<file path="src/rtl/rename_free_list.sv">
`default_nettype none
// ============================================================================
// Module   : rename_free_list
// Purpose  : Physical-register free list with multi-lane alloc/free and
//            head-pointer checkpoints for single-cycle mispredict recovery.
// Revision : 1.0 - initial release
// ============================================================================
module rename_free_list #(
    parameter  int NUM_PHYS = 64,
    parameter  int NUM_ARCH = 32,
    parameter  int ALLOC_W  = 2,
    parameter  int FREE_W   = 2,
    parameter  int NUM_CKPT = 4,
    localparam int PREG_W   = $clog2(NUM_PHYS),
    localparam int DEPTH    = NUM_PHYS - NUM_ARCH,
    localparam int IDX_W    = $clog2(DEPTH),
    localparam int PTR_W    = IDX_W + 1,
    localparam int CNT_W    = $clog2(ALLOC_W + 1),
    localparam int CK_W     = $clog2(NUM_CKPT)
) (
    input  logic                       clk,
    input  logic                       rst,
    input  logic [CNT_W-1:0]           alloc_cnt,
    output logic                       alloc_grant,
    output logic [ALLOC_W*PREG_W-1:0]  alloc_preg,
    input  logic [FREE_W-1:0]          free_valid,
    input  logic [FREE_W*PREG_W-1:0]   free_preg,
    output logic [PTR_W-1:0]           free_count,
    input  logic                       ckpt_save,
    output logic [CK_W-1:0]            ckpt_id,
    output logic                       ckpt_full,
    input  logic                       ckpt_release,
    input  logic                       ckpt_restore,
    input  logic [CK_W-1:0]            restore_id,
    output logic                       overflow_err
);

    localparam logic [PTR_W-1:0] c_depth    = PTR_W'(DEPTH);
    localparam logic [CK_W:0]    c_num_ckpt = (CK_W+1)'(NUM_CKPT);

    logic [PREG_W-1:0] r_ram  [DEPTH];
    logic [PTR_W-1:0]  r_slot [NUM_CKPT];
    logic [PTR_W-1:0]  r_head;
    logic [PTR_W-1:0]  r_tail;
    logic [CK_W:0]     r_ck_head;
    logic [CK_W:0]     r_ck_tail;
    logic              r_overflow;

    logic [PTR_W-1:0]  w_count;
    logic [PTR_W-1:0]  w_cnt_ext;
    logic [PTR_W-1:0]  w_grant_cnt;
    logic [PTR_W-1:0]  w_head_alloc;
    logic [PTR_W-1:0]  w_room;
    logic [PTR_W-1:0]  w_acc;
    logic [FREE_W-1:0] w_wr_en;
    logic [IDX_W-1:0]  w_wr_idx [FREE_W];
    logic              w_drop;
    logic [CK_W:0]     w_ck_count;
    logic [CK_W-1:0]   w_rst_off;
    logic              w_rst_live;
    logic              w_do_restore;
    logic              w_do_save;
    logic              w_do_ck_rel;

    assign w_count      = r_tail - r_head;
    assign free_count   = w_count;
    assign overflow_err = r_overflow;

    assign w_cnt_ext    = PTR_W'(alloc_cnt);
    assign alloc_grant  = !ckpt_restore && (w_cnt_ext <= w_count);
    assign w_grant_cnt  = alloc_grant ? w_cnt_ext : '0;
    assign w_head_alloc = r_head + w_grant_cnt;

    genvar gi;
    generate
        for (gi = 0; gi < ALLOC_W; gi++) begin : g_alloc
            logic [IDX_W-1:0] w_rd_idx;
            assign w_rd_idx = r_head[IDX_W-1:0] + IDX_W'(gi);
            assign alloc_preg[gi*PREG_W +: PREG_W] = r_ram[w_rd_idx];
        end
    endgenerate

    assign w_ck_count   = r_ck_tail - r_ck_head;
    assign ckpt_full    = (w_ck_count == c_num_ckpt);
    assign ckpt_id      = r_ck_tail[CK_W-1:0];
    // A slot is live when its age offset from the oldest entry is within the count.
    assign w_rst_off    = restore_id - r_ck_head[CK_W-1:0];
    assign w_rst_live   = ({1'b0, w_rst_off} < w_ck_count);
    assign w_do_restore = ckpt_restore && w_rst_live;
    assign w_do_save    = ckpt_save && !ckpt_full && !ckpt_restore;
    assign w_do_ck_rel  = ckpt_release && (w_ck_count != '0) && !ckpt_restore;

    // Room left once this cycle's allocation has been taken out.
    assign w_room = c_depth - (w_count - w_grant_cnt);

    always_comb begin
        w_acc   = '0;
        w_drop  = 1'b0;
        w_wr_en = '0;
        for (int l = 0; l < FREE_W; l++) begin
            w_wr_idx[l] = r_tail[IDX_W-1:0] + w_acc[IDX_W-1:0];
            if (free_valid[l]) begin
                if (w_acc < w_room) begin
                    w_wr_en[l] = 1'b1;
                    w_acc      = w_acc + PTR_W'(1);
                end else begin
                    w_drop = 1'b1;
                end
            end
        end
    end

    always_ff @(posedge clk) begin
        if (rst) begin
            for (int i = 0; i < DEPTH; i++) begin
                r_ram[i] <= PREG_W'(NUM_ARCH + i);
            end
            for (int k = 0; k < NUM_CKPT; k++) begin
                r_slot[k] <= '0;
            end
            r_head     <= '0;
            r_tail     <= c_depth;
            r_ck_head  <= '0;
            r_ck_tail  <= '0;
            r_overflow <= 1'b0;
        end else begin
            for (int l = 0; l < FREE_W; l++) begin
                if (w_wr_en[l]) begin
                    r_ram[w_wr_idx[l]] <= free_preg[l*PREG_W +: PREG_W];
                end
            end
            r_tail <= r_tail + w_acc;

            if (w_drop) begin
                r_overflow <= 1'b1;
            end

            if (w_do_restore) begin
                r_head <= r_slot[restore_id];
            end else begin
                r_head <= w_head_alloc;
            end

            if (w_do_save) begin
                r_slot[r_ck_tail[CK_W-1:0]] <= w_head_alloc;
            end

            if (w_do_restore) begin
                r_ck_tail <= r_ck_head + {1'b0, w_rst_off} + (CK_W+1)'(1);
            end else if (w_do_save) begin
                r_ck_tail <= r_ck_tail + (CK_W+1)'(1);
            end

            if (w_do_ck_rel) begin
                r_ck_head <= r_ck_head + (CK_W+1)'(1);
            end
        end
    end

endmodule
`default_nettype wire

</file>
<file path="config.mk">
export PLATFORM = sky130hd
export DESIGN_NAME = rename_free_list
export DESIGN_NICKNAME = d
export VERILOG_FILES = /design/src/rtl/rename_free_list.sv
export SDC_FILE = /design/constraint.sdc
export NUM_CORES = 1
export LEC_CHECK = 0
export CAP_MARGIN = 0
export CORE_UTILIZATION = 45
export DETAILED_ROUTE_END_ITERATION = 12
export GPL_TIMING_DRIVEN = 0
export RECOVER_POWER = 25
export SKIP_CTS_REPAIR_TIMING = 1
export SLEW_MARGIN = 20
export SYNTH_ARGS = -nofsm -noshare
export SYNTH_HDL_FRONTEND = slang
export SYNTH_SLANG_ARGS = --single-unit
</file>
<file path="constraint.sdc">
create_clock -name clk -period 9.9 [get_ports clk]
set_clock_uncertainty 0.2 [all_clocks]
set_input_delay 1.98 -clock clk [delete_from_list [all_inputs] [get_ports clk]]
set_output_delay 1.98 -clock clk [all_outputs]
set_load 0.01 [all_outputs]
</file>
==> After elaboration in Yosys (flattened, before gate mapping) <==
Memory sizes are Yosys's and may differ from the RTL's. A register that Yosys moved wholly into a read port is not among the register bits.
Cells that the tools add are included.
{ "op_classes": {"n_addsub": 14, "n_mul": 0, "n_div": 0, "order_cmp": 4, "n_eq_ne": 1, "shifts": 0, "mux": 37, "bitwise": 0, "n_reduce_logical": 13} }
{ "op_table": {"columns": ["op", "n"], "rows": [
  ["6-bit two-way mux", 6],
  ["1-bit two-way mux", 24],
  ["6-bit OR reduction", 3],
  ["5-bit two-way mux", 3],
  ["3-bit by 1-bit adder with 3-bit output (second input constant)", 3],
  ["6-bit by 1-bit adder with 6-bit output (second input constant)", 1],
  ["6-bit by 2-bit adder with 6-bit output", 1],
  ["6-bit adder", 1],
  ["2-bit by 6-bit less-or-equal comparator with 1-bit output", 1],
  ["1-bit logical AND", 6],
  ["1-bit by 6-bit < comparator with 1-bit output (first input constant)", 1],
  ["6-bit < comparator", 1],
  ["3-bit two-way mux", 2],
  ["6-bit by 2-bit subtractor with 6-bit output", 1],
  ["6-bit subtractor", 1],
  ["6-bit subtractor (first input constant)", 1],
  ["5-bit by 1-bit adder with 5-bit output (second input constant)", 1],
  ["5-bit adder", 1],
  ["2-bit two-way mux", 2],
  ["3-bit by 2-bit adder with 3-bit output", 1],
  ["3-bit equality test (second input constant)", 1],
  ["2-bit by 3-bit < comparator with 1-bit output", 1],
  ["3-bit nonzero test", 1],
  ["3-bit subtractor", 1],
  ["other kinds (3)", 4]
]} }
{ "word_totals": {"register_bits": 19, "latchBits": 0, "ramBits": 216, "mem_bits_ro": 0, "inputBits": 23, "output_inout_bits": 23, "n_memories": 2} }
{ "memory_table": {"columns": ["name", "words", "word_bits", "rd", "rd_ports_with_merged_regs", "wr", "line_no", "source"], "rows": [
  ["r_ram", 32, 6, 2, 1, 32, "41", "logic [PREG_W-1:0] r_ram [DEPTH];"],
  ["r_slot", 4, 6, 1, 0, 4, "42", "logic [PTR_W-1:0] r_slot [NUM_CKPT];"]
]} }

==> Depth between registers and ports, before layout <==
Gate-level depths: netlist of run 1.
{ "logic_depth": {"depth_word": 17, "mapped_depth": 32, "mapped_depth_nobuf": 28} }

==> Least setup slack after synthesis of run 1 <==
No wires, ideal clock.
{ "synth_path": {"kind": "flip-flop to flip-flop", "from": "register r_head[1]", "to": "memory r_ram[6][0] (netlist bit) (enable)", "setup_ps": 368, "arrival_time_ps": 6871, "required_ps": 9332, "path_slack_ps": 2461, "path_stages_with_launch": 33, "period_less_slack_ps": 7439, "path_cell_list": "dfxtp_1 > clkbuf_1 > buf_2 > buf_1 > inv_1 > fa_1 > xnor2_1 > inv_1 > nor4_1 > a21oi_1 > a2111oi_0 > a31oi_1 > nand2_1 > ha_1 > inv_1 > fa_1 > nor4b_2 > o2111ai_2 > nor3b_2 > a31oi_1 > buf_4 > and2_1 > clkbuf_1 > ha_1 > ha_1 > nor2b_1 > a21oi_1 > mux2i_1 > nor2b_1 > nand2b_1 > nand2b_1 > buf_2 > o211ai_1"} }
{ "synth_rtl": {"columns": ["element", "line_no", "source"], "rows": [
  ["from (decl)", "43", "logic [PTR_W-1:0] r_head;"],
  ["from (signal assigned)", "139", "r_head <= r_slot[restore_id];"],
  ["from (signal assigned)", "141", "r_head <= w_head_alloc;"],
  ["to (decl)", "41", null]
]} }

==> results.tsv, run 1 <==
metric	value	unit
Avg Synthesized Cell Area	12.1	µm²
area leader, netlist	edfxtp_1	
dpl cells	1847	
clock root cell	clkbuf_16	
DIE AREA	36900	µm²
Tot Pwr	5.11	mW
status	complete, no violations	
Final Cell Area	18300	µm²
Hold Path Class	reg -> reg	
Cell variety after synth	72	
Synth top cells by count	edfxtp_1, mux4_2, mux2_2	
latest clock arrival within the worst-skew pair	0.57	ns
Worst Hold Launch	overflow_err$_SDFFE_PP0P_	
largest net degree at the start of global routing	15	
sequential share of power	24.4	%
Syn Nets	1395	
GP Congestion	1.03	
first-pass GRT wire length	95400	µm
Worst R2R Path Depth	28	
Hold EP	overflow_err$_SDFFE_PP0P_	
CTS tree	yes	
Crit path largest cell delay	0.80	ns
r2r startpoint	r_head[2]$_SDFF_PP0_	
net total in the final layout	1466	
nature of the critical path endpoint	flip-flop	
vias per std cell	7.07	
Peak VDD IR	0.266	mV
Slew @ Worst Pin	1.27	ns
most instantiated library cell after synthesis	edfxtp_1	
DP HPWL	50900	µm
combinational power share	52.5	%
antenna viol nets, final	0	
top fanout value on the critical path	10	
max_cap viols	0	
P&R area growth vs syn	12.2	%
P_sw	2.22	mW
Seq/Total Area, Yosys	42.2	%
Final Instance Count excl. Fillers	1898	
Hold Vio Cnt, Final	0	
DRT iter0 DRCs	2046	
min Tclk post-route	9.29	ns
clock sink total	235	
Yosys reg bits	235	
Setup Viol. Count Final	0	
Synth top area share	39.8	%
core area	35600	µm²
fraction of layout instances using a drive strength above 1	24.7	%
Post-DP Area	17300	µm²
Internal	2.89	mW
die extent in x	192	µm
PortBufs	43	
CTS H-tree lvls	1	
ys flop type	edfxtp_1	
Synth Cell Area	16300	µm²
Power Density	280	nW/µm²
CTS Buf Count	27	
switching fraction of total power	43.4	%
P_leak	5.87	nW
DRT Pass-1 Iters	6	
Worst Path Arrival	9.29	ns
Crit Reg-Reg Endpoint	r_ram[6][4]$_DFFE_PP_	
Hold Path Stages	2	
Pins Over Slew Limit	0	
Initial Utilization	45.8	%
Residual DRC	0	
worst path required time	9.90	ns
io pins	46	
Max Root-Sink Buffers	3	
WHS	0.271	ns
average routed wire per standard cell	36.0	µm
critical path type	reg -> reg	
period utilisation layout	93.8	%
final wirelength	68300	µm
Tot GR Track Use	37.4	%
clock power share	23.0	%
DR vias	13418	
Rel. slew slack	14.7	%
Gate Count Post-Synth	1343	
Post-synth EDFFs	216	
fill count	3175	
Vert. Die Dim	192	µm
Reg2Reg Setup Slack	0.61	ns
most common cell type on the critical path	ha_1	
maximum achievable frequency	108	MHz
Post-synth ARST share	0	%
Reg area	6870	µm²
YS warnings	0	
multi-input logic area	8690	µm²
RSZ-0062 raised after global routing	no	
vias in the first global route	12864	
GRT overflow	0	
Slowest-stage cell, CP	nand3_1	
FP Rows	69	
synth top area cells	edfxtp_1, mux4_2, mux2_2, dfxtp_1, nor2_1	
initial antenna violation count	7	
CP Launch Type	flip-flop	
clock-pin slew on the worst setup and hold paths	0.06	ns
## worst max-delay path: cells and delay by family (launching register included)
kind	cells	cell delay, ns
AOI/OAI and AO/OA	6	1.74
xor gates and xnor gates	1	0.37
adders and majority gates	4	1.42
buffers and inverters	8	2.54
DFF	1	0.31
and+or+nand+nor	9	2.30
## kinds of logic after synthesis
kind of cell / share of synthesized area [%]
AO/OA/AOI/OAI: 6.12
XOR/XNOR: 1.37
flip-flops: 42.2
AND/OR/NAND/NOR: 16.9
adder cells (fa/ha/maj): 2.51
buffers and inverters: 4.15
multiplexers: 26.8
## metrics by stage
| stage | worst slack (ns) | TNS (ns) | utilization (%) |
|---|---|---|---|
| after floorplan | 2.46 | 0 | - |
| after global placement | -0.891 | -60.00 | 48.6 |
| after detailed placement | -0.393 | -27.38 | 48.6 |
| after CTS | -0.454 | -36.55 | 51.5 |
| after global routing | 0.0509 | 0 | 51.3 |
| final | 0.609 | 0 | 51.3 |
## registers in the layout (all words and copies together) (netlist names)
register      flops
overflow_err      1
r_ck_head         3
r_ck_tail         3
r_head            6
r_ram           192
r_slot           24
r_tail            6
## metal layers
layer	part of all wire, %	vias up	track usage, %
li1	-	5421	-
met1	38	6700	50.4
met2	43	1055	55.5
met3	12	236	8.62
met4	6.5	6	21.2
met5	0.060	-	0
## power groups by stage
| stage | Combinational, mW | Clock (mW) | Sequential [mW] |
|---|---|---|---|
| after CTS | 2.67 | 1.17 | 1.24 |
| after global placement | 2.64 | 0 | 1.26 |
| final | 2.68 | 1.18 | 1.25 |
| after detailed placement | 2.65 | 0 | 1.26 |
| after global routing | 2.79 | 1.20 | 1.25 |
| after floorplan | 1.66 | 0 | 1.23 |
## area by class of cell
class                           instances  share of cell area (%)
Antenna cell                            2                  0.0274
Buffer                                118                    3.04
Clock buffer                           31                    3.95
Clock inverter                         19                    1.62
Inverter                               32                   0.692
Multi-Input combinational cell        957                    47.6
Sequential cell                       235                    37.6
Tap cell                              461                    3.16
Timing Repair Buffer                   43                    2.36
## worst max path at each step
stage / from / endpoint / slack, ns / cells after the start
2_1_floorplan: r_head[1]$_SDFF_PP0_ / r_ram[6][0]$_DFFE_PP_ / 2.46 / 32
3_3_place_gp: r_head[1]$_SDFF_PP0_ / r_ram[27][3]$_DFFE_PP_ / -0.89 / 29
3_5_place_dp: r_head[1]$_SDFF_PP0_ / r_ram[5][0]$_DFFE_PP_ / -0.39 / 27
4_1_cts: r_head[1]$_SDFF_PP0_ / r_ram[5][1]$_DFFE_PP_ / -0.45 / 27
5_1_grt: r_head[2]$_SDFF_PP0_ / r_ram[13][0]$_DFFE_PP_ / 0.05 / 30
6_report: r_head[2]$_SDFF_PP0_ / r_ram[6][4]$_DFFE_PP_ / 0.61 / 28
## placed cells by master, fill, tap and decap left out, drive strengths merged, types with 5 or more instances in the layout
master / synthesis / routed
nor3b: 21 / 21
and2: 14 / 14
nor2b: 19 / 19
nand2b: 8 / 8
dlygate4sd3: 0 / 18
ha: 23 / 23
a211o: 15 / 15
nor2: 99 / 99
o41ai: 12 / 12
fa: 6 / 6
nand4: 9 / 9
a41oi: 5 / 5
o21ai: 12 / 12
mux2i: 25 / 25
o211ai: 10 / 10
nand2: 81 / 81
mux4: 126 / 126
clkdlybuf4s50: 0 / 25
nand3: 61 / 61
xor2: 7 / 7
edfxtp: 216 / 216
a31oi: 49 / 49
clkinv: 2 / 5
mux2: 113 / 113
buf: 49 / 42
inv: 30 / 33
nor3: 87 / 87
clkinvlp: 0 / 6
xnor2: 15 / 15
and3: 49 / 49
dfxtp: 19 / 19
bufinv: 0 / 7
a211oi: 5 / 5
clkbuf: 70 / 107
a21oi: 9 / 9
or3: 43 / 43
Note: power is estimated with default switching activity, not from simulation.
==> inputs of run 2 (changes only) <==
Settings changed: HOLD_SLACK_MARGIN set to 0.03.
==> results of run 2 <==
No change in the layout: final DEF, timing and power equal those of run 1.
==> inputs of run 3 (changes only) <==
Settings changed: CORE_UTILIZATION 45 to 62, MAX_ROUTING_LAYER set to met4, PLACE_DENSITY set to 0.8.
==> run 3 against run 2 <==
Via count grew 7.2%. First-iteration DRC count grew 44%. Routed wire length shrank 0.98%. Count of clock-buffer cells in the layout grew 2. Clock power shrank 20%. Worst setup slack lost 0.28 ns. Fmax shrank 3.0%. Sequential share of layout area grew 0.85 points. Critical path depth grew 1. Final cell count shrank 7.1%. Utilization grew 19 points.
==> results.tsv, run 3 (synthesized netlist as in run 1, its figures left out) <==
metric	value	unit	change
critical path type	reg -> reg		
initial antenna violation count	2		-5
io pins	46		unchanged
crit-path leading delay family	simple AND/OR/NAND/NOR gates		
first-pass GRT wire length	94400	µm	-1.1%
combinational power share	55.8	%	+3.3 points
period utilisation layout	96.7	%	+2.9 points
die extent in x	164	µm	-15%
maximum achievable frequency	104	MHz	-3.0%
Tot Pwr	4.96	mW	-2.8%
core area	25500	µm²	-28%
clock root cell	clkbuf_16		
Hold Vio Cnt, Final	0		unchanged
DP HPWL	49300	µm	-3.3%
antenna viol nets, final	0		unchanged
DIE AREA	26900	µm²	-27%
CP Launch Type	flip-flop		
Final Cell Area	17900	µm²	-2.2%
Worst Path Arrival	9.54	ns	+0.25 ns
RSZ-0062 raised after global routing	no		
worst path required time	9.87	ns	-0.03 ns
Peak VDD IR	0.355	mV	+33%
CTS Buf Count	26		-3.7%
clock power share	19.1	%	-3.9 points
switching fraction of total power	45.7	%	+2.3 points
Initial Utilization	63.9	%	+18 points
Slowest-stage cell, CP	a31oi_1		
DRT Pass-1 Iters	9		+3
vias in the first global route	13401		+4.2%
Slew @ Worst Pin	1.29	ns	+0.0200 ns
nature of the critical path endpoint	flip-flop		
Tot GR Track Use	52.7	%	+15 points
Most flops, register	r_ram		
status	complete, no violations		
latest clock arrival within the worst-skew pair	0.55	ns	-0.02 ns
Setup Viol. Count Final	0		unchanged
CP Buf/Inv Count	7		-1
average routed wire per standard cell	38.3	µm	+6.5%
P_leak	5.77	nW	-1.8%
fraction of layout instances using a drive strength above 1	24.1	%	-0.65 points
FP Rows	58		-16%
final wirelength	67600	µm	-0.98%
max_cap viols	0		unchanged
highest-count cells in the layout ignoring fill and taps	edfxtp_1, mux4_2, mux2_2, nor2_1, nand2_1		
Pins Over Slew Limit	0		unchanged
Top Registers	r_ram (192), r_slot (24)		
Post-DP Area	17100	µm²	-0.95%
Vert. Die Dim	164	µm	-15%
Residual DRC	0		unchanged
GP Congestion	1.09		+5.0%
Rel. slew slack	13.4	%	-1.3 points
DR vias	14385		+7.2%
Hold Path Class	reg -> reg		
top fanout value on the critical path	19		+9
Internal	2.69	mW	-6.8%
P&R area growth vs syn	9.70	%	
DRT iter0 DRCs	2944		+44%
clock-pin slew on the worst setup and hold paths	0.07	ns	about the same
sequential share of power	25.1	%	+0.7 points
min Tclk post-route	9.57	ns	+0.283 ns
Power Density	278	nW/µm²	-0.65%
CTS H-tree lvls	1		unchanged
CTS tree	yes		
max FFs per register	192		unchanged
commonest non-fill, non-tap cell in the layout	edfxtp_1		
Crit path largest cell delay	0.62	ns	-0.18 ns
WHS	0.319	ns	+0.0488 ns
Max Root-Sink Buffers	3		unchanged
PortBufs	43		unchanged
net total in the final layout	1465		-0.068%
clock sink total	235		unchanged
GRT overflow	0		unchanged
largest net degree at the start of global routing	14		-1
vias per std cell	8.15		+15%
P_sw	2.27	mW	+2.3%
## run 3: final timing paths
kind                                   from                         to  slack (ns)  depth (start not counted)
hold reg to reg   overflow_err$_SDFFE_PP0P_  overflow_err$_SDFFE_PP0P_        0.32                          2
setup / recovery       r_head[1]$_SDFF_PP0_      r_ram[7][2]$_DFFE_PP_        0.33                         29
setup reg to reg       r_head[1]$_SDFF_PP0_      r_ram[7][2]$_DFFE_PP_        0.33                         29
hold / removal    overflow_err$_SDFFE_PP0P_  overflow_err$_SDFFE_PP0P_        0.32                          2
## run 3: layer usage
layer  GRT usage [%]  share of wire [%]
met1            66.3                 33
met2            73.0                 41
met3            18.7                 18
met4            31.8                8.1
met5               -                  0
## run 3: power groups by stage
stage	clock network (mW)	logic [mW]	registers, mW
2_1_floorplan	0	1.66	1.23
3_3_place_gp	0	2.60	1.26
3_5_place_dp	0	2.65	1.26
4_1_cts	0.930	2.68	1.24
5_1_grt	0.964	2.81	1.25
6_report	0.947	2.77	1.25
## run 3: tightest hold or removal path, stage by stage (launching register included)
cell and delay (ns):
dfxtp_1 0.34, a21oi_1 0.05, nor2_1 0.08
## run 3: per-stage QoR
stage	setup TNS [ns]	std cells	utilization, %	setup slack [ns]
3_5_place_dp	-9.35	1716	67.3	-0.425
2_1_floorplan	0	1343	-	2.46
6_report	0	1764	70.1	0.327
5_1_grt	0	1764	70.1	0.172
3_3_place_gp	-16.09	1716	67.2	-0.434
4_1_cts	-12.25	1763	70.4	-0.468
## run 3: cell type report
class | instances | area (µm²)
inverters | 32 | 123
multi-input cells | 957 | 8670
well taps | 330 | 413
flip-flops and latches | 235 | 6870
diodes | 2 | 5.00
fillers | 1748 | 7610
plain buffers | 118 | 556
clock inverters | 14 | 86.3
repair buffers | 43 | 430
clock buffers | 33 | 708
